`src/rtl/vec_pkg.sv`:
```
// rtl/vec_pkg.sv - shared widths and sequencer state encoding for the dot-product slice
package vec_pkg;

    typedef enum logic [1:0] {
        IDLE,
        FEED,
        DRAIN,
        OUT
    } seq_state_e;

    function automatic int w_y(input int c, input int w_x, input int w_k);
        return w_x + w_k + $clog2(c);
    endfunction

    function automatic int w_a(input int c, input int w_x, input int w_k, input int max_chunks);
        return w_y(c, w_x, w_k) + $clog2(max_chunks);
    endfunction

endpackage

```
`src/rtl/vec_dot_seq_if.sv`:
```
// rtl/vec_dot_seq_if.sv - operand chunk stream in, dot-product result stream out
interface vec_dot_seq_if
    import vec_pkg::*;
#(
    parameter int C          = 4,
    parameter int W_X        = 8,
    parameter int W_K        = 8,
    parameter int MAX_CHUNKS = 16,
    parameter int W_A        = w_a(C, W_X, W_K, MAX_CHUNKS)
) ();

    logic                   s_valid;
    logic                   s_ready;
    logic [C-1:0][W_X-1:0]  s_x;
    logic [C-1:0][W_K-1:0]  s_k;
    logic                   s_last;
    logic                   m_valid;
    logic                   m_ready;
    logic [W_A-1:0]         m_y;
    logic                   m_overflow;

    modport master (
        output s_valid, s_x, s_k, s_last, m_ready,
        input  s_ready, m_valid, m_y, m_overflow
    );

    modport slave (
        input  s_valid, s_x, s_k, s_last, m_ready,
        output s_ready, m_valid, m_y, m_overflow
    );

endinterface

```
`src/rtl/vec_mul.sv`:
```
// rtl/vec_mul.sv - pipelined C-lane signed multiply and adder tree, latency $clog2(C)+1
module vec_mul
    import vec_pkg::*;
#(
    parameter int C   = 4,
    parameter int W_X = 8,
    parameter int W_K = 8,
    parameter int W_Y = w_y(C, W_X, W_K)
) (
    input  logic                  clk,
    input  logic                  rst,
    input  logic                  enable,
    input  logic [C-1:0][W_X-1:0] x,
    input  logic [C-1:0][W_K-1:0] k,
    output logic [W_Y-1:0]        y_out
);

    logic signed [W_Y-1:0] xe   [C];
    logic signed [W_Y-1:0] ke   [C];
    logic signed [W_Y-1:0] prod [C];
    // Heap-ordered tree: leaves C-1..2C-2 hold products, node n sums 2n+1 and 2n+2.
    logic signed [W_Y-1:0] node [2*C-1];

    always_comb begin
        for (int n = 0; n < C; n++) begin
            xe[n]   = {{(W_Y-W_X){x[n][W_X-1]}}, x[n]};
            ke[n]   = {{(W_Y-W_K){k[n][W_K-1]}}, k[n]};
            prod[n] = xe[n] * ke[n];
        end
    end

    always_ff @(posedge clk) begin
        if (rst) begin
            for (int n = 0; n < 2*C-1; n++) node[n] <= '0;
        end else if (enable) begin
            for (int n = 0; n < C; n++) node[C-1+n] <= prod[n];
            for (int n = 0; n < C-1; n++) node[n] <= node[2*n+1] + node[2*n+2];
        end
    end

    assign y_out = node[0];

endmodule

```
`src/rtl/vec_dot_seq.sv`:
```
// rtl/vec_dot_seq.sv - sequences operand chunks through vec_mul and accumulates one result per vector
module vec_dot_seq
    import vec_pkg::*;
#(
    parameter int C          = 4,
    parameter int W_X        = 8,
    parameter int W_K        = 8,
    parameter int MAX_CHUNKS = 16,
    parameter int PE_LATENCY = $clog2(C) + 1
) (
    input  logic          clk,
    input  logic          rst,
    vec_dot_seq_if.slave  bus
);

    localparam int W_Y = w_y(C, W_X, W_K);
    localparam int W_A = w_a(C, W_X, W_K, MAX_CHUNKS);
    localparam int CW  = $clog2(MAX_CHUNKS) + 1;

    seq_state_e             state, state_nx;
    logic                   accept, pe_en, trunc;
    logic [CW-1:0]          count, count_nx;
    logic [PE_LATENCY-1:0]  vld_sr;
    logic signed [W_A-1:0]  acc, y_ext, res_y;
    logic                   res_valid, ovf;
    logic [C-1:0][W_X-1:0]  pe_x;
    logic [C-1:0][W_K-1:0]  pe_k;
    logic [W_Y-1:0]         y_out;

    assign bus.s_ready = !rst && (state == IDLE || state == FEED);
    assign accept      = bus.s_valid && bus.s_ready;
    assign pe_en       = (state != OUT);
    assign pe_x        = accept ? bus.s_x : '0;
    assign pe_k        = accept ? bus.s_k : '0;
    assign count_nx    = (state == IDLE) ? CW'(1) : count + 1'b1;
    // Reaching the chunk limit without s_last closes the vector and flags truncation.
    assign trunc       = accept && !bus.s_last && (count_nx == CW'(MAX_CHUNKS));
    assign y_ext       = {{(W_A-W_Y){y_out[W_Y-1]}}, y_out};

    vec_mul #(.C(C), .W_X(W_X), .W_K(W_K)) u_pe (
        .clk    (clk),
        .rst    (rst),
        .enable (pe_en),
        .x      (pe_x),
        .k      (pe_k),
        .y_out  (y_out)
    );

    always_comb begin
        state_nx = state;
        case (state)
            IDLE:    if (accept) state_nx = (bus.s_last || trunc) ? DRAIN : FEED;
            FEED:    if (accept && (bus.s_last || trunc)) state_nx = DRAIN;
            DRAIN:   if (vld_sr == '0) state_nx = OUT;
            OUT:     if (res_valid && bus.m_ready) state_nx = IDLE;
            default: state_nx = IDLE;
        endcase
    end

    always_ff @(posedge clk) begin
        if (rst) begin
            state     <= IDLE;
            vld_sr    <= '0;
            count     <= '0;
            acc       <= '0;
            ovf       <= 1'b0;
            res_valid <= 1'b0;
            res_y     <= '0;
        end else begin
            state <= state_nx;
            if (pe_en) vld_sr <= {vld_sr[PE_LATENCY-2:0], accept};
            if (accept) begin
                count <= count_nx;
                ovf   <= trunc;
            end
            // The pipe is empty in IDLE, so the first accept can clear the sum outright.
            if (state == IDLE && accept)
                acc <= '0;
            else if (pe_en && vld_sr[PE_LATENCY-1])
                acc <= acc + y_ext;
            if (state == DRAIN && state_nx == OUT) begin
                res_valid <= 1'b1;
                res_y     <= acc;
            end else if (state == OUT && bus.m_ready) begin
                res_valid <= 1'b0;
            end
        end
    end

    assign bus.m_valid    = res_valid;
    assign bus.m_y        = res_y;
    assign bus.m_overflow = ovf;

endmodule

```
`src/flat_wrapper.sv`:
```
// flat-port wrapper written by rule: the top's interface ports become plain ports
module vec_dot_seq_flat import vec_pkg::*;
#(
    parameter int C          = 4,
    parameter int W_X        = 8,
    parameter int W_K        = 8,
    parameter int MAX_CHUNKS = 16,
    parameter int PE_LATENCY = $clog2(C) + 1
)
  (clk, rst, bus_s_valid, bus_s_x, bus_s_k, bus_s_last, bus_m_ready, bus_s_ready, bus_m_valid, bus_m_y, bus_m_overflow);
  vec_dot_seq_if #(.C(C), .W_X(W_X), .W_K(W_K), .MAX_CHUNKS(MAX_CHUNKS)) bus_i ();
  input  logic clk;
  input  logic rst;
  input wire logic [$bits(bus_i.s_valid)-1:0] bus_s_valid;
  input wire logic [$bits(bus_i.s_x)-1:0] bus_s_x;
  input wire logic [$bits(bus_i.s_k)-1:0] bus_s_k;
  input wire logic [$bits(bus_i.s_last)-1:0] bus_s_last;
  input wire logic [$bits(bus_i.m_ready)-1:0] bus_m_ready;
  output wire logic [$bits(bus_i.s_ready)-1:0] bus_s_ready;
  output wire logic [$bits(bus_i.m_valid)-1:0] bus_m_valid;
  output wire logic [$bits(bus_i.m_y)-1:0] bus_m_y;
  output wire logic [$bits(bus_i.m_overflow)-1:0] bus_m_overflow;
  assign bus_i.s_valid = bus_s_valid;
  assign bus_i.s_x = bus_s_x;
  assign bus_i.s_k = bus_s_k;
  assign bus_i.s_last = bus_s_last;
  assign bus_i.m_ready = bus_m_ready;
  assign bus_s_ready = bus_i.s_ready;
  assign bus_m_valid = bus_i.m_valid;
  assign bus_m_y = bus_i.m_y;
  assign bus_m_overflow = bus_i.m_overflow;
  vec_dot_seq #(.C(C), .W_X(W_X), .W_K(W_K), .MAX_CHUNKS(MAX_CHUNKS), .PE_LATENCY(PE_LATENCY)) u_core (.clk(clk), .rst(rst), .bus(bus_i));
endmodule
```
`config.mk`:
```
export PLATFORM = sky130hd
export DESIGN_NAME = vec_dot_seq_flat
export DESIGN_NICKNAME = d
export VERILOG_FILES = /design/src/rtl/vec_pkg.sv /design/src/rtl/vec_dot_seq_if.sv /design/src/rtl/vec_mul.sv /design/src/rtl/vec_dot_seq.sv /design/src/flat_wrapper.sv
export SDC_FILE = /design/constraint.sdc
export NUM_CORES = 1
export LEC_CHECK = 0
export CAP_MARGIN = 20
export CORE_MARGIN = 5
export CORE_UTILIZATION = 40
export CTS_CLUSTER_DIAMETER = 50
export DETAILED_ROUTE_END_ITERATION = 16
export GPL_ROUTABILITY_DRIVEN = 0
export PLACE_DENSITY = 0.55
export SYNTH_ARGS = -nofsm -noshare
export SYNTH_HDL_FRONTEND = slang
export SYNTH_HIERARCHICAL = 1
export SYNTH_SLANG_ARGS = --single-unit
```
`constraint.sdc`:
```
create_clock -name clk -period 10.3 [get_ports clk]
set_clock_uncertainty 0.1 [all_clocks]
set_input_delay 2.575 -clock clk [delete_from_list [all_inputs] [get_ports clk]]
set_output_delay 2.575 -clock clk [all_outputs]
set_load 0.03 [all_outputs]
```
==> flow_summary.ini, run 1 <==
[route]
post-route-drc-count = 0
routed_via_density = 4.840
ant_nets = 0
vias = 13990
drt_iter0_drc = 723
first_pass_iters = 5
avgRoutedWirePerCell_um = 13.81
routed_wl_mm = 39.93

[clocking]
path_clk_slew_ns = 0.06
clk_latency_ns = 0.42
clockRootBuffer = clkbuf_16
htree_num_levels = 4
cts_inserted_buffers = 17
postCtsHoldBufs = 0
ctsResizeCount = 0
cts_tree = yes
clock_path_buffers = 2
cts_num_sinks = 174
cts_setup_buffers = 0

[flow_run]
drv_cap = 0

[critical_path]
reg2reg_slack_ns = 4.06
cpMostUsedCell = fa_1
worst_r2r_path_depth = 20
path_depth = 21
worstPathArrival_ns = 8.55
cp_slowest_stage_delay_ns = 0.54
cp_num_buf_inv = 5
crit_slowest_cell = clkdlybuf4s50_1
cp-start-kind = primary input
crit_family = adder cells
r2r-start = u_core/state[1]
rr_endpoint = u_core/u_pe/node[3][16]
critPathMaxFanout = 67
required_ns = 10.36
crit_path_end_kind = register
crit_type = in2reg
crit_chain = clkdlybuf4s50_1, nor2b_1, nor2b_4, buf_4, and2_1, nand2_1, fa_1, fa_1, inv_1, fa_1, inv_1, fa_1, inv_1, ha_1, a21oi_1, nor2b_2, or4_4, a31o_1, a21o_1, a21oi_1, o211ai_1

[power_and_ir_drop]
power_leakage_nw = 10.37
ir_drop_v = 0.0001133
power_density_mw_per_mm2 = 83.47

[timing]
holdWs_ns = 0.3515
setup_viol = 0
slew_viol_final = 0
fin_crit_ns = 8.494
hold_violations = 0
final.setup.tns_ns = 0
max-slew-margin-rel = 0.4104
min_period_over_period = 0.8247
max_freq_mhz = 117.7
rsz0062_at_grt = false
tightestPinTransition_ns = 0.8844

[logic_synthesis]
yosys-top-cells-count = inv_1 (336), and2_1 (247), fa_1 (224), ha_1 (187), nand2_1 (172)
yosys-top-cells-area = fa_1 (23%), edfxtp_1 (16%), ha_1 (12%)
syn_area_mm2 = 0.01971
synth_cells = 2133
ys_warn_count = 6
synth-async-reset-ratio = 0
synth_nets = 2613
synth_area_leader_cell = fa_1
syn_avg_cell_area_um2 = 9.240
synth-seq-cells = 174
yosysUniqueCellTypes = 81
synth_edf_count = 102
ys_seq_area_frac = 0.2285
ys.flop_type = edfxtp_1
synth.most_common_cell = inv_1
synth_top_area_share = 0.2275

[worst_hold_path]
hold_depth = 2
min_path_type = reg2reg
hp-start = u_core/bus.m_y[17]
hold_path_end = u_core/bus.m_y[17]

[die]
ios = 94
initial_core_util = 0.4035
dieWidth_um = 232.0
core_mm2 = 0.04885
die_area_mm2 = 0.05381
die_h_um = 232.0
fp-row-count = 81

[finish]
fillers = 4793
drive_gt1_frac = 0.03190
nNetsFinal = 2693
area_growth_pct = 11.45

[grt]
grt_use_total = 0.1542
grt_overflow = 0
antenna_found_initial = 0
grt_pass1_wl_mm = 70.64
grt_max_degree = 85
grt_pass1_vias = 14620

[placement]
portBuffers = 93
dp_hpwl_mm = 32.68

[outcome]
outcome = completed
## routing by layer
metal | GRT usage | up-vias | wire length [um] | part of all wire
li1 | - | 7124 | - | -
met1 | 0.2220 | 6668 | 19970 | 0.50
met2 | 0.2538 | 174 | 18470 | 0.46
met3 | 0.01528 | 25 | 972 | 0.024
met4 | 0.03342 | 0 | 514 | 0.013
met5 | 0 | - | 0 | 0
## power breakdown
group	internal, W	switching [W]
clock	0.000376	0.000262
combinational	0.000165	0.000226
sequential	0.000782	0.0000234
## worst register-to-register path, delay by kind of cell (launching register included)
family	cells	cell delay, ns
buf+inv	4	0.55
compound gates	5	0.92
simple gates	6	1.73
flops	1	0.43
fa+ha+maj	5	2.26
## placed cells by master (no fill, tap or decap), drive strengths merged, types with 9 or more instances in the layout
cell type / instances
clkdlybuf4s50: 92
nor2: 134
buf: 9
xor2: 36
o21ai: 46
inv: 341
dfxtp: 72
nand3: 28
and2: 248
o21bai: 9
nand2: 172
ha: 187
a31oi: 15
nor2b: 36
nor3: 31
mux2i: 12
xnor2: 63
a211o: 10
a211oi: 14
fa: 224
nand2b: 28
edfxtp: 102
o21a: 22
clkbuf: 24
a21oi: 118
a21o: 41
and3: 15
## registers in the layout, summed over array words and instances (netlist names)
| name | cells |
|---|---|
| u_core/acc | 22 |
| u_core/bus.m_overflow | 1 |
| u_core/bus.m_valid | 1 |
| u_core/bus.m_y | 22 |
| u_core/count | 5 |
| u_core/state | 2 |
| u_core/u_pe/node | 118 |
| u_core/vld_sr | 3 |
## final cells by class
class                           count  area, um^2  area share
Tap cell                          664       830.8     0.03782
Clock inverter                      8       77.57    0.003532
Antenna cell                        1       2.502   0.0001139
Clock buffer                       24       514.2     0.02341
Inverter                          337        1267     0.05770
Multi-Input combinational cell   1582       13780      0.6273
Timing Repair Buffer              101       989.7     0.04506
Sequential cell                   174        4504      0.2051
## how the worst max path moves through the flow
| stage | startpoint | end |
|---|---|---|
| 2_1_floorplan | bus_s_valid | u_core/u_pe/node[3][16] |
| 3_3_place_gp | bus_s_valid | u_core/u_pe/node[3][16] |
| 3_5_place_dp | bus_s_valid | u_core/u_pe/node[3][16] |
| 4_1_cts | bus_s_valid | u_core/u_pe/node[3][16] |
| 5_1_grt | bus_s_valid | u_core/u_pe/node[3][16] |
| 6_report | bus_s_valid | u_core/u_pe/node[3][16] |
## stage by stage
| stage | power, W | setup WS, ns | instances | cell area, um^2 | util |
|---|---|---|---|---|---|
| after global routing | 0.001945 | 1.405 | 2890 | 21960 | 0.4496 |
| after floorplan | 0.001100 | 2.377 | 2133 | 19710 | - |
| after CTS | 0.001860 | 1.817 | 2889 | 21950 | 0.4494 |
| final | 0.001833 | 1.806 | 2891 | 21960 | 0.4496 |
| after detailed placement | 0.001213 | 1.378 | 2857 | 21360 | 0.4372 |
| after global placement | 0.001208 | 1.494 | 2857 | 21360 | 0.4372 |
## cell families (layout without fill, tap and decap cells)
logic type / count (synthesis) / after routing / synth area share
AND/OR/NAND/NOR: 732 / 732 / 0.1928
flip-flops: 174 / 174 / 0.2285
buffers and inverters: 377 / 470 / 0.07288
AO/OA/AOI/OAI: 326 / 326 / 0.1079
XOR/XNOR: 99 / 99 / 0.04438
adder cells (fa/ha/maj): 411 / 411 / 0.3462
multiplexers: 14 / 14 / 0.007237
other: 0 / 1 / 0
(Power assumes the default switching activity.)
==> run 2, diff against run 1 <==
Clock period 10.3 ns to 8.3 ns, I/O delays scaled along.
==> run 2 against run 1 <==
- register-to-register slack worse by 1.6 ns
- setup slack got worse by 1.1 ns
- largest power group unchanged
- clock power up 38%
- sequential power up 24%
- utilization is 0.29 points higher
==> flow_summary.ini, run 2 (synthesis results as in run 1) <==
[clocking]
clk_latency_ns = 0.43
path_clk_slew_ns = 0.06
cts_num_sinks = 174
cts_setup_buffers = 0
clock_path_buffers = 2
cts_inserted_buffers = 17
cts_tree = yes
clockRootBuffer = clkbuf_16
postCtsHoldBufs = 0
ctsResizeCount = 0
htree_num_levels = 4

[die]
core_mm2 = 0.04885
dieWidth_um = 232.0
ios = 94
die_h_um = 232.0
die_area_mm2 = 0.05381
fp-row-count = 81
initial_core_util = 0.4035

[route]
avgRoutedWirePerCell_um = 13.65
vias = 14050
routed_wl_mm = 39.58
post-route-drc-count = 0
first_pass_iters = 5
routed_via_density = 4.848
ant_nets = 0
drt_iter0_drc = 600

[timing]
setup_viol = 0
max_freq_mhz = 132.5
fin_crit_ns = 7.547
min_period_over_period = 0.9093
slew_viol_final = 0
hold_violations = 0
max-slew-margin-rel = 0.4140
rsz0062_at_grt = false
tightestPinTransition_ns = 0.8569
final.setup.tns_ns = 0

[finish]
largest_register = u_core/u_pe/node
diodes = 0
post-route-util = 0.4526
mostFrequentLayoutCells = inv_1 (335), and2_1 (247), fa_1 (224)
fillers = 4799
multiInputGateArea_mm2 = 0.01378
final_common_cell = inv_1
area_growth_pct = 12.17
ff_latch_area_mm2 = 0.004504
largest_reg_flops = 118
nNetsFinal = 2703
drive_gt1_frac = 0.03624

[power_and_ir_drop]
power_leakage_nw = 10.44
power_density_mw_per_mm2 = 107.2
internal_power_w = 0.001737
swShare = 0.2669
seqPwrFrac = 0.422
p_comb_frac = 0.206
clockPowerShare = 0.372
ir_drop_v = 0.0001431
power.switching_w = 0.0006325

[grt]
antenna_found_initial = 1
grt_pass1_wl_mm = 70.21
grt_pass1_vias = 14650
grt_overflow = 0
grt_use_total = 0.1530
grt_max_degree = 85

[outcome]
outcome = completed

[critical_path]
required_ns = 8.38
worstPathArrival_ns = 7.63
crit_type = in2reg
crit_path_end_kind = register
cp-start-kind = primary input
critPathMaxFanout = 67

[worst_hold_path]
min_path_type = reg2reg

[flow_run]
drv_cap = 0

[placement]
portBuffers = 93
dp_hpwl_mm = 32.63
-- run 2: cell types whose count changed in the layout (fill, tap and decap cells not counted), moves of 2 or more --
| cell | previous run | this run |
|---|---|---|
| clkbuf_1 | 3 | 1 |
| clkbuf_8 | 2 | 0 |
| inv_6 | 2 | 0 |
| clkinv_1 | 1 | 4 |
| inv_1 | 337 | 335 |
| buf_4 | 7 | 16 |
| bufinv_16 | 1 | 6 |
| clkbuf_16 | 19 | 17 |
-- run 2: path summary, 6_finish.rpt --
path,from,endpoint,slack (ns),cells after the start
setup / recovery,bus_s_valid,u_core/u_pe/node[4][13],0.75,23
hold / removal,u_core/bus.m_y[7],u_core/bus.m_y[7],0.35,2
setup reg to reg,u_core/state[1],u_core/u_pe/node[4][13],2.41,22
hold reg to reg,u_core/bus.m_y[7],u_core/bus.m_y[7],0.35,2
-- run 2: metrics by stage --
step                total power (W)  cell area [um^2]  std cells  worst slack (ns)  hold WS, ns
finish                     0.002370             22110       2899            0.7527       0.3521
global route               0.002512             22110       2899            0.4478       0.3711
CTS                        0.002403             22100       2898            0.7781       0.3549
detailed placement         0.001509             21450       2867            0.3178       0.3459
global placement           0.001503             21450       2867            0.4155       0.3436
floorplan                  0.001365             19710       2133            0.8768       0.3315
-- run 2: worst max-delay path, stage by stage --
cell and delay, ns:
clkdlybuf4s50_1 0.50, nor2b_1 0.19, nor2b_4 0.15, buf_12 0.15, and2_1 0.22, buf_4 0.15
and2_1 0.15, fa_1 0.53, inv_1 0.05, fa_1 0.53, inv_1 0.05, fa_1 0.47
inv_1 0.05, fa_1 0.47, inv_1 0.04, ha_1 0.32, a21oi_1 0.15, nor2b_1 0.06
a311o_1 0.36, o31ai_2 0.31, o21bai_1 0.11, a211o_1 0.29, and3_1 0.16
-- run 2: layout make-up --
type | instances | area share
tap | 664 | 0.03758
clock buffer | 18 | 0.01941
inverter | 337 | 0.05733
clock inverter | 13 | 0.009961
sequential | 174 | 0.2037
timing repair buffer | 111 | 0.04873
multi-input combinational | 1582 | 0.6232
-- run 2: power groups by stage --
stage	sequential [W]	combinational (W)	clock [W]
floorplan	0.00101	0.000359	0
global route	0.00100	0.000563	0.000945
global placement	0.00102	0.000485	0
CTS	0.00100	0.000494	0.000909
finish	0.000999	0.000489	0.000882
detailed placement	0.00102	0.000491	0
-- run 2: routing by layer --
layer  vias to the layer above  share of wire  GRT usage
met5                         -              0          0
met4                         0          0.010    0.02899
met3                        30          0.025    0.01431
met2                       176           0.46     0.2567
met1                      6714           0.50     0.2186
li1                       7134              -          -
